### src/rtl/serial_adder_pkg.sv
// rtl/serial_adder_pkg.sv - shared state encoding and sizing helper for the serial adder
package serial_adder_pkg;

  // Controller states: waiting for work, adding one bit per clock, result strobe
  typedef enum logic [1:0] {
    S_IDLE  = 2'd0,
    S_SHIFT = 2'd1,
    S_DONE  = 2'd2
  } state_t;

  // Bit count needed to index every bit position of a WIDTH-bit operand
  function automatic int cnt_w(input int width);
    return $clog2(width);
  endfunction

endpackage

### src/rtl/fa_cell.sv
// rtl/fa_cell.sv - gate-level 1-bit full adder
module fa_cell (
  output logic s,
  output logic c,
  input  logic a,
  input  logic b,
  input  logic cin
);

  logic p;
  logic g;
  logic t;

  // Propagate/generate form: s = a^b^cin, c = ab | (a^b)cin
  xor u_xor_p (p, a, b);
  xor u_xor_s (s, p, cin);
  and u_and_g (g, a, b);
  and u_and_t (t, p, cin);
  or  u_or_c  (c, g, t);

endmodule

### src/rtl/serial_adder_ctrl.sv
// rtl/serial_adder_ctrl.sv - bit-serial WIDTH-bit adder built around one full-adder cell
module serial_adder_ctrl
  import serial_adder_pkg::*;
#(
  parameter int WIDTH = 8
) (
  input  logic             clk,
  input  logic             rst_n,
  input  logic             start,
  input  logic [WIDTH-1:0] a,
  input  logic [WIDTH-1:0] b,
  input  logic             cin,
  output logic             ready,
  output logic             busy,
  output logic             done,
  output logic [WIDTH-1:0] sum,
  output logic             cout
);

  localparam int CW = cnt_w(WIDTH);
  localparam logic [CW-1:0] CNT_LAST = CW'(WIDTH - 1);

  state_t           state;
  logic [WIDTH-1:0] a_sr;
  logic [WIDTH-1:0] b_sr;
  logic [WIDTH-1:0] acc;
  logic             carry;
  logic [CW-1:0]    cnt;
  logic             cell_s;
  logic             cell_c;

  // The single adder cell always looks at the current LSBs and the carry flop
  fa_cell u_fa (
    .s   (cell_s),
    .c   (cell_c),
    .a   (a_sr[0]),
    .b   (b_sr[0]),
    .cin (carry)
  );

  // Controller plus datapath: capture, shift one bit per clock, publish on the last bit
  always_ff @(posedge clk or negedge rst_n) begin
    if (!rst_n) begin
      state <= S_IDLE;
      ready <= 1'b1;
      busy  <= 1'b0;
      done  <= 1'b0;
      sum   <= '0;
      cout  <= 1'b0;
      a_sr  <= '0;
      b_sr  <= '0;
      acc   <= '0;
      carry <= 1'b0;
      cnt   <= '0;
    end else begin
      done <= 1'b0;
      case (state)
        // DONE accepts a new start exactly like IDLE so results can stream back-to-back
        S_IDLE, S_DONE: begin
          if (start) begin
            a_sr  <= a;
            b_sr  <= b;
            carry <= cin;
            cnt   <= '0;
            state <= S_SHIFT;
            ready <= 1'b0;
            busy  <= 1'b1;
          end else begin
            state <= S_IDLE;
            ready <= 1'b1;
            busy  <= 1'b0;
          end
        end
        S_SHIFT: begin
          a_sr  <= a_sr >> 1;
          b_sr  <= b_sr >> 1;
          acc   <= {cell_s, acc[WIDTH-1:1]};
          carry <= cell_c;
          cnt   <= cnt + 1'b1;
          // Last bit: the visible result is updated only here, never with partial sums
          if (cnt == CNT_LAST) begin
            sum   <= {cell_s, acc[WIDTH-1:1]};
            cout  <= cell_c;
            state <= S_DONE;
            ready <= 1'b1;
            busy  <= 1'b0;
            done  <= 1'b1;
          end
        end
        default: begin
          state <= S_IDLE;
          ready <= 1'b1;
          busy  <= 1'b0;
        end
      endcase
    end
  end

endmodule

### config.mk
export PLATFORM = sky130hd
export DESIGN_NAME = serial_adder_ctrl
export DESIGN_NICKNAME = d
export VERILOG_FILES = /design/src/rtl/serial_adder_pkg.sv /design/src/rtl/fa_cell.sv /design/src/rtl/serial_adder_ctrl.sv
export SDC_FILE = /design/constraint.sdc
export NUM_CORES = 1
export LEC_CHECK = 0
export ABC_AREA = 1
export BUFFER_PORTS_ARGS = -buffer_cell sky130_fd_sc_hd__buf_2
export CAP_MARGIN = 20
export CORE_ASPECT_RATIO = 0.7
export CORE_MARGIN = 2
export CORE_UTILIZATION = 55
export CTS_BUF_LIST = sky130_fd_sc_hd__clkbuf_8
export DETAILED_ROUTE_END_ITERATION = 10
export PLACE_DENSITY = 0.8
export SYNTH_ARGS = -nofsm -noshare
export SYNTH_HDL_FRONTEND = slang
export SYNTH_HIERARCHICAL = 1
export SYNTH_SLANG_ARGS = --single-unit
### constraint.sdc
create_clock -name clk -period 4.2 [get_ports clk]
set_clock_uncertainty 0.15 [all_clocks]
set_input_delay 0.42 -clock clk [delete_from_list [all_inputs] [get_ports clk]]
set_output_delay 0.42 -clock clk [all_outputs]
set_load 0.005 [all_outputs]
==> impl_metrics.csv, run 1 <==
group,metric,value,unit
clocking,clkTransAtPathRegs,70,ps
placed_design,globalplace.congestion,0.811,
logic_synthesis,ys_ff_latch,41,
clocking,ctsHoldBuffers,0,
timing,hold_viol_final,0,
timing,setup_viol,0,
grt,antenna_found_initial,0,
critical_path,rr_worst_depth,5,
final_layout,areaGrowthSynthToFinish,12.3,%
critical_path,cp-end-kind,"flop",
timing,fin_ws,2310,ps
routing,wl_per_cell,11.7,um
routing,drcViolationCount,0,
clocking,clkSinkCount,41,
power,pwr_density_cell,765,nW/um^2
routing,dr.first_iter.drc_count,98,
floorplanning,core,3250,um^2
run_status,outcome,"completed",
logic_synthesis,yosys_warnings,6,
routing,drt_pre_antenna_iters,6,
timing,final.setup.tns,0,ps
clocking,cts_root_buf,"clkbuf_8",
grt,grt_pass1_wl,6.08,mm
power,power,1.65,mW
final_layout,drive_gt1_share,21.0,%
critical_path,r2r_end,"a_sr[5]",
critical_path,critPathRequiredTime,4240,ps
logic_synthesis,synthDistinctLibCells,18,
floorplanning,die_w,74.7,um
routing,via_count,1437,
critical_path,critPathKind,"reg -> reg",
timing,rsz0062_at_grt,"false",
grt,grt.busiest_layer,"met2",
timing,period_minus_slack,1890,ps
timing,worstMarginPinSlew,878,ps
floorplanning,start_util,59.2,%
timing,slew_headroom,41.4,%
grt,grt_use_met3,5.33,%
logic_synthesis,synth_nets,250,
critical_path,cp_max_fo,32,
placed_design,pre_cts_ws,2360,ps
final_layout,n_antenna_cell,0,
final_layout,layout.nets,279,
grt,grt_util_met1,28.6,%
grt,met2_usage,31.4,%
flow_run,maxCapViolations,0,
logic_synthesis,syn_inst,227,
clocking,htreeDepth,2,
worst_hold_path,min_path_type,"in -> async",
routing,drt_wl_total,3.55,mm
logic_synthesis,syn-cell-area,1930,um^2
clocking,cts_setup_buffers,0,
critical_path,worst_setup_path_start_kind,"flop",
routing,viasPerCell,4.73,
clocking,cts_buffer_depth,2,
critical_path,arrival,1930,ps
grt,grt_max_degree,42,
clocking,numCtsBuffers,5,
grt,grtUsageTotal,21.1,%
clocking,cts-resized-gates,0,
clocking,insertion_delay,310,ps
placed_design,dpl.hpwl,2.39,mm
final_layout,final_cells,304,
floorplanning,fp.dieArea,4000,um^2
power,ir_drop,369,uV
timing,maxClockFrequency,528,MHz
critical_path,reg2reg_slack,2310,ps
timing,fin_crit_sh,45.1,%
critical_path,r2r-start,"state[0]",
floorplanning,ios,32,
logic_synthesis,ys_seq_area_share,53.3,%
final_layout,fin_util,66.5,%
placed_design,dpl.cell_count,296,
power,leakage,1.26,nW
grt,grt_overflow,0,
grt,grt_pass1_vias,1430,
routing,ant_nets,0,
timing,drv_slew,0,
floorplanning,row_count,17,
logic_synthesis,avgSynthCellArea,8.48,um^2
placed_design,numPortBuffers,31,
clocking,cts_tree,"built",
final_layout,n_fill_cell,269,
floorplanning,die_h,53.5,um
[metal layers]
metal | vias to the layer above | share of wire [%]
met3 | 8 | 5.7
met1 | 653 | 49
li1 | 741 | -
met4 | 0 | 1.4
met2 | 35 | 43
met5 | - | 0
[critical path, cell delays in order, from the launching register on]
cell     delay [ps]
dfrtp_1         740
nand2_4         330
nand2_4         290
inv_4           130
nand2_1          80
nand2_1          50
[Yosys cell counts]
cell | n | share of area (%)
inv_1 | 40 | 7.8
o21ai_2 | 8 | 3.6
buf_2 | 5 | 1.3
inv_2 | 1 | 0.19
dfrtp_1 | 40 | 52
o21ai_0 | 10 | 2.6
nand3_1 | 30 | 7.8
nor2_1 | 2 | 0.39
nor2_4 | 1 | 0.58
buf_4 | 1 | 0.39
ha_1 | 2 | 1.3
buf_6 | 3 | 1.8
inv_4 | 2 | 0.65
nand2_1 | 75 | 15
dfstp_2 | 1 | 1.4
nand2_4 | 4 | 2.3
fa_1 | 1 | 1.0
a21oi_1 | 1 | 0.26
[how the worst max path moves through the flow]
stage	from	end	cells past startpoint	slack, ps
4_1_cts	state[0]	b_sr[0]	5	2320
6_report	state[0]	a_sr[5]	5	2310
3_5_place_dp	state[0]	b_sr[0]	5	2360
2_1_floorplan	cnt[0]	sum[0]	6	2830
5_1_grt	state[0]	a_sr[1]	5	2150
3_3_place_gp	state[0]	carry	5	2420
[cell families after synthesis]
family / synth area share, %
AND/OR/NAND/NOR: 25.7
buffers and inverters: 12.1
flip-flops: 53.3
AO/OA/AOI/OAI: 6.50
adder cells (fa/ha/maj): 2.34
[through the flow]
stage / hold slack [ps] / instance area, um^2
finish: 80.9 / 2160
global placement: 303 / 2070
CTS: 106 / 2160
floorplan: -25.6 / 1930
detailed placement: 306 / 2070
global route: 171 / 2160
[where the power goes]
part | internal (mW) | switching (mW) | leakage [nW]
clock network | 0.129 | 0.134 | 0.0538
logic | 0.255 | 0.434 | 0.700
registers | 0.583 | 0.120 | 0.510
total | 0.967 | 0.687 | 1.26
[sequential cells by signal (all words and copies together), names as in the netlist]
register / flops
cnt: 3
busy: 1
a_sr: 8
done: 1
state: 2
sum: 8
cout: 1
b_sr: 8
carry: 1
ready: 1
acc: 7
[layout make-up]
class | instances | area, um^2 | share of cell area [%]
clock buffers | 6 | 82.6 | 3.82
clock inverters | 2 | 7.51 | 0.347
inverters | 43 | 166 | 7.69
multi-input cells | 134 | 666 | 30.8
flip-flops and latches | 41 | 1030 | 47.5
well taps | 47 | 58.8 | 2.72
repair buffers | 31 | 155 | 7.17
[cell usage in the layout, fill, tap and decap left out]
cell type  count
clkbuf_8       6
o21ai_2        8
dfrtp_1       40
buf_2         31
nand2_1       75
inv_4          2
a21oi_1        1
nand2_4        4
inv_1         42
dfstp_2        1
fa_1           1
inv_2          1
nor2_4         1
nor2_1         2
nand3_1       30
ha_1           2
o21ai_0       10
Note: power is estimated with default switching activity, not from simulation.
==> run 2, diff against run 1 <==
--- a/config.mk
+++ b/config.mk
@@ -5,7 +5,7 @@
 export SDC_FILE = /design/constraint.sdc
 export NUM_CORES = 1
 export LEC_CHECK = 0
-export ABC_AREA = 1
+export ABC_AREA = 0
 export BUFFER_PORTS_ARGS = -buffer_cell sky130_fd_sc_hd__buf_2
 export CAP_MARGIN = 20
 export CORE_ASPECT_RATIO = 0.7
==> constraint.sdc (replaced) <==
create_clock -name clk -period 1.95 [get_ports clk]
set_clock_uncertainty 0.15 [all_clocks]
set_input_delay 0.195 -clock clk [delete_from_list [all_inputs] [get_ports clk]]
set_output_delay 0.195 -clock clk [all_outputs]
set_load 0.005 [all_outputs]
==> impl_metrics.csv, run 2 <==
group,metric,value,unit
run_status,outcome,"completed",
clocking,cts_buffer_depth,2,
final_layout,layout.nets,225,
final_layout,drive_gt1_share,25.6,%
grt,grt_overflow,0,
logic_synthesis,synth.most_common_cell,"dfrtp_1",
clocking,htreeDepth,2,
logic_synthesis,ys_ff_latch,41,
clocking,cts_setup_buffers,0,
critical_path,cp_max_fo,7,
final_layout,largest_registers,"a_sr (8), b_sr (8), sum (8)",
clocking,insertion_delay,310,ps
power,pwr_density_cell,1620,nW/um^2
routing,via_count,1360,
logic_synthesis,netlist_top_cells_area,"dfrtp_1 (53%), mux2i_1 (6.4%), mux2_1 (4.8%), nand2_1 (4.6%), a211oi_1 (4.0%)",
grt,grt_max_degree,42,
logic_synthesis,async_flop_share,100,%
logic_synthesis,synth_top_area_share,53.1,%
timing,rsz0062_at_grt,"false",
routing,wl_per_cell,14.8,um
grt,grt_pass1_wl,6.15,mm
routing,viasPerCell,5.44,
logic_synthesis,ys_seq_area_share,54.5,%
logic_synthesis,synth_nets,188,
floorplanning,die_w,74.0,um
final_layout,layout_common_cells,"dfrtp_1 (40), buf_2 (31), nand2_1 (23)",
floorplanning,ios,32,
worst_hold_path,min_path_type,"in -> reg",
critical_path,reg2reg_slack,260,ps
clocking,cts_tree,"built",
routing,ant_nets,0,
timing,period_minus_slack,1690,ps
clocking,ctsHoldBuffers,5,
floorplanning,row_count,17,
critical_path,critPathRequiredTime,1990,ps
routing,drcViolationCount,0,
placed_design,globalplace.congestion,0.816,
clocking,cts-resized-gates,0,
floorplanning,start_util,58.7,%
placed_design,dpl.cell_count,237,
logic_synthesis,synth_top_area_cell,"dfrtp_1",
logic_synthesis,syn_inst,165,
routing,drt_wl_total,3.70,mm
floorplanning,core,3210,um^2
logic_synthesis,synth_common_cells,"dfrtp_1 (40), nand2_1 (23), mux2i_1 (12)",
critical_path,worst_setup_path_start_kind,"flop",
clocking,clkSinkCount,41,
grt,grtUsageTotal,21.7,%
logic_synthesis,syn-cell-area,1880,um^2
timing,fin_crit_sh,86.8,%
final_layout,areaGrowthSynthToFinish,19.1,%
routing,drt_pre_antenna_iters,4,
timing,slew_headroom,66.1,%
grt,antenna_found_initial,0,
grt,grt_pass1_vias,1372,
power,leakage,1.07,nW
timing,hold_viol_final,0,
critical_path,cp-end-kind,"flop",
logic_synthesis,synthFlopType,"dfrtp_1",
clocking,cts_root_buf,"clkbuf_8",
final_layout,final_cells,250,
logic_synthesis,avgSynthCellArea,11.4,um^2
final_layout,final_common_cell,"dfrtp_1",
floorplanning,fp.dieArea,3920,um^2
timing,drv_slew,0,
placed_design,numPortBuffers,31,
power,ir_drop,747,uV
logic_synthesis,synthDistinctLibCells,30,
placed_design,dpl.hpwl,2.52,mm
critical_path,critPathKind,"reg -> reg",
flow_run,maxCapViolations,0,
timing,setup_viol,0,
timing,final.setup.tns,0,ps
final_layout,n_antenna_cell,0,
floorplanning,die_h,53.0,um
critical_path,arrival,1740,ps
logic_synthesis,synth_edf_count,0,
timing,worstMarginPinSlew,508,ps
logic_synthesis,yosys_warnings,6,
clocking,numCtsBuffers,5,
routing,dr.first_iter.drc_count,51,
clocking,clkTransAtPathRegs,90,ps
timing,maxClockFrequency,591,MHz
-- run 2: logic make-up after synthesis --
family	share of synthesized area, %
muxes	13.5
adders and majority gates	2.39
AOI/OAI and AO/OA	10.8
buffers and inverters	4.91
and+or+nand+nor	13.8
DFF	54.5
-- run 2: critical path, cell delays in order (launching register included) --
cell,delay (ps)
dfrtp_1,410
ha_1,210
ha_1,260
nand2_4,150
inv_4,70
mux2_1,320
-- run 2: area by class of cell --
class | count | area, um^2
clock buffers | 5 | 68.8
inverters | 3 | 13.8
well taps | 47 | 58.8
repair buffers | 41 | 243
fillers | 246 | 967
clock inverters | 3 | 68.8
flip-flops and latches | 41 | 1030
multi-input cells | 110 | 764
-- run 2: stage by stage --
| step | utilization [%] | setup slack (ps) | power (mW) | hold slack [ps] | cell area, um^2 |
|---|---|---|---|---|---|
| after floorplan | - | 411 | 2.42 | -251 | 1880 |
| after global placement | 64.0 | 371 | 2.71 | 125 | 2060 |
| after detailed placement | 64.0 | 279 | 2.81 | 132 | 2060 |
| after CTS | 69.9 | 264 | 3.65 | 19.0 | 2240 |
| after global routing | 69.9 | 211 | 3.88 | 22.5 | 2240 |
| final | 69.9 | 257 | 3.64 | 19.4 | 2240 |
-- run 2: routing by layer --
| metal | vias to the layer above | share of wire [%] | wire (um) | track usage [%] |
|---|---|---|---|---|
| met3 | 6 | 5.3 | 196 | 7.62 |
| met4 | 0 | 1.2 | 44 | 8.48 |
| met5 | - | 0 | 0 | 0 |
| li1 | 646 | - | - | - |
| met1 | 664 | 46 | 1720 | 27.9 |
| met2 | 44 | 47 | 1740 | 33.8 |
-- run 2: path summary, 6_finish.rpt --
kind | cells past startpoint | to | from
min in group asynchronous | 3 | a_sr[7] | rst_n
max | 5 | sum[0] | cnt[0]
max in group asynchronous | 3 | ready | rst_n
min reg2reg | 1 | sum[2] | sum[2]
min | 3 | a_sr[0] | a[0]
max reg2reg | 5 | sum[0] | cnt[0]
-- run 2: report_power, final --
part	leakage (nW)	internal (mW)	total [mW]	switching, mW
Clock	0.0687	0.515	0.838	0.323
Combinational	0.500	0.631	1.26	0.626
Sequential	0.501	1.25	1.55	0.297
==> run 3, diff against run 2 <==
--- a/config.mk
+++ b/config.mk
@@ -9,11 +9,10 @@
 export BUFFER_PORTS_ARGS = -buffer_cell sky130_fd_sc_hd__buf_2
 export CAP_MARGIN = 20
 export CORE_ASPECT_RATIO = 0.7
-export CORE_MARGIN = 2
 export CORE_UTILIZATION = 55
 export CTS_BUF_LIST = sky130_fd_sc_hd__clkbuf_8
 export DETAILED_ROUTE_END_ITERATION = 10
-export PLACE_DENSITY = 0.8
+export PLACE_DENSITY = 0.78
 export SYNTH_ARGS = -nofsm -noshare
 export SYNTH_HDL_FRONTEND = slang
 export SYNTH_HIERARCHICAL = 1
==> impl_metrics.csv, run 3 (synthesis gave the netlist of run 2 again) <==
group,metric,value,unit
power,combPwrFrac,35.7,%
clocking,numCtsBuffers,5,
placed_design,placed_area,2070,um^2
timing,maxClockFrequency,603,MHz
routing,wl_per_cell,14.2,um
final_layout,final_common_cell,"dfrtp_1",
clocking,cts_setup_buffers,0,
routing,dr.first_iter.drc_count,61,
timing,worstMarginPinSlew,430,ps
power,clkPwrFrac,20.3,%
grt,grtUsageTotal,22.6,%
power,pwr_density_cell,1580,nW/um^2
critical_path,cp_max_fo,7,
final_layout,n_fill_cell,248,
timing,slew_headroom,71.3,%
clocking,cts_tree,"built",
worst_hold_path,min_path_type,"in -> reg",
power,leakage,1.06,nW
placed_design,numPortBuffers,31,
grt,grt_pass1_vias,1334,
timing,final.setup.tns,0,ps
grt,grt_pass1_wl,6.11,mm
timing,rsz0062_at_grt,"false",
floorplanning,die_h,51.0,um
floorplanning,start_util,58.7,%
grt,grt_overflow,0,
timing,hold_viol_final,0,
final_layout,drive_gt1_share,25.9,%
clocking,cts_root_buf,"clkbuf_8",
routing,drt_wl_total,3.51,mm
final_layout,multi_input_area,764,um^2
floorplanning,ios,32,
routing,via_count,1299,
final_layout,regArea,1030,um^2
power,swShare,34.2,%
timing,setup_viol,0,
placed_design,dpl.hpwl,2.36,mm
power,p_seq_share,44.0,%
routing,viasPerCell,5.24,
final_layout,layout_common_cells,"dfrtp_1 (40), buf_2 (31), nand2_1 (23)",
critical_path,critPathRequiredTime,1980,ps
routing,drcViolationCount,0,
final_layout,n_antenna_cell,0,
critical_path,critPathKind,"reg -> reg",
power,netSwitchingPower,1.20,mW
clocking,clkSinkCount,41,
clocking,cts_buffer_depth,2,
power,p_int,2.30,mW
final_layout,areaGrowthSynthToFinish,17.8,%
critical_path,cp-end-kind,"flop",
placed_design,globalplace.congestion,0.764,
final_layout,layout.nets,223,
routing,ant_nets,0,
critical_path,worst_setup_path_start_kind,"flop",
critical_path,arrival,1690,ps
floorplanning,core,3210,um^2
flow_run,maxCapViolations,0,
routing,drt_pre_antenna_iters,4,
floorplanning,die_w,72.0,um
clocking,htreeDepth,2,
grt,grt_max_degree,42,
clocking,insertion_delay,300,ps
run_status,outcome,"completed",
timing,drv_slew,0,
grt,antenna_found_initial,0,
timing,fin_crit_sh,85.0,%
floorplanning,fp.dieArea,3670,um^2
floorplanning,row_count,17,
power,ir_drop,807,uV
final_layout,largest_registers,"a_sr (8), b_sr (8), sum (8)",
clocking,cts-resized-gates,0,
timing,period_minus_slack,1660,ps
clocking,clkTransAtPathRegs,80,ps
final_layout,fin_area,2220,um^2
## run 3: changes by cell type in the layout (fill, tap and decap cells not counted)
cell           change
bufinv_16          -1
buf_12             +1
inv_6              -1
buf_4              -1
clkbuf_8           +1
clkinvlp_4         +1
dlygate4sd3_1      -2
## run 3: final timing paths
kind                        start      end  slack [ps]  cells past startpoint
max                        cnt[0]   sum[3]         290                      5
min                          a[5]  a_sr[5]          20                      3
max reg2reg                cnt[0]   sum[3]         290                      5
min reg2reg                sum[2]   sum[2]         330                      1
max in group asynchronous   rst_n    ready        1150                      3
min in group asynchronous   rst_n     cout         230                      3
## run 3: what timing repair did
| item | 4_1_cts | 5_1_grt |
|---|---|---|
| setup endpoints to repair | 0 | 0 |
| hold buffers | 3 | 0 |
| endpoints found under the hold margin | 43 | 0 |
## run 3: cell type report
type | count | area share [%]
Timing Repair Buffer | 39 | 10.6
Multi-Input combinational cell | 110 | 34.4
Sequential cell | 41 | 46.3
Tap cell | 47 | 2.65
Clock inverter | 2 | 1.69
Clock buffer | 6 | 3.72
Inverter | 3 | 0.620
## run 3: critical path, stage by stage, from the launching register on
cell,delay [ps]
dfrtp_1,400
ha_1,200
ha_1,260
nand2_4,140
inv_4,80
mux2_1,320
## run 3: metal layers
metal / vias to the layer above / track usage (%) / share of wire, %
li1: 642 / - / -
met1: 631 / 29.2 / 49
met2: 22 / 36.5 / 46
met3: 4 / 5.72 / 3.0
met4: 0 / 9.80 / 0.97
met5: - / 0 / 0
## run 3: power groups by stage
stage / logic [mW] / registers (mW) / clock network [mW]
finish: 1.25 / 1.54 / 0.711
global route: 1.41 / 1.59 / 0.764
CTS: 1.25 / 1.53 / 0.727
detailed placement: 1.24 / 1.55 / 0
global placement: 1.18 / 1.53 / 0
floorplan: 0.950 / 1.47 / 0
## run 3: per-stage QoR
step / utilization, % / instances / total power [mW] / hold slack [ps] / setup WS, ps
floorplan: - / 165 / 2.42 / -251 / 411
global placement: 64.4 / 237 / 2.71 / 26.6 / 364
detailed placement: 64.4 / 237 / 2.79 / 32.8 / 304
CTS: 69.1 / 248 / 3.52 / 18.9 / 290
global route: 69.1 / 248 / 3.77 / 27.3 / 190
finish: 69.1 / 248 / 3.50 / 17.4 / 292
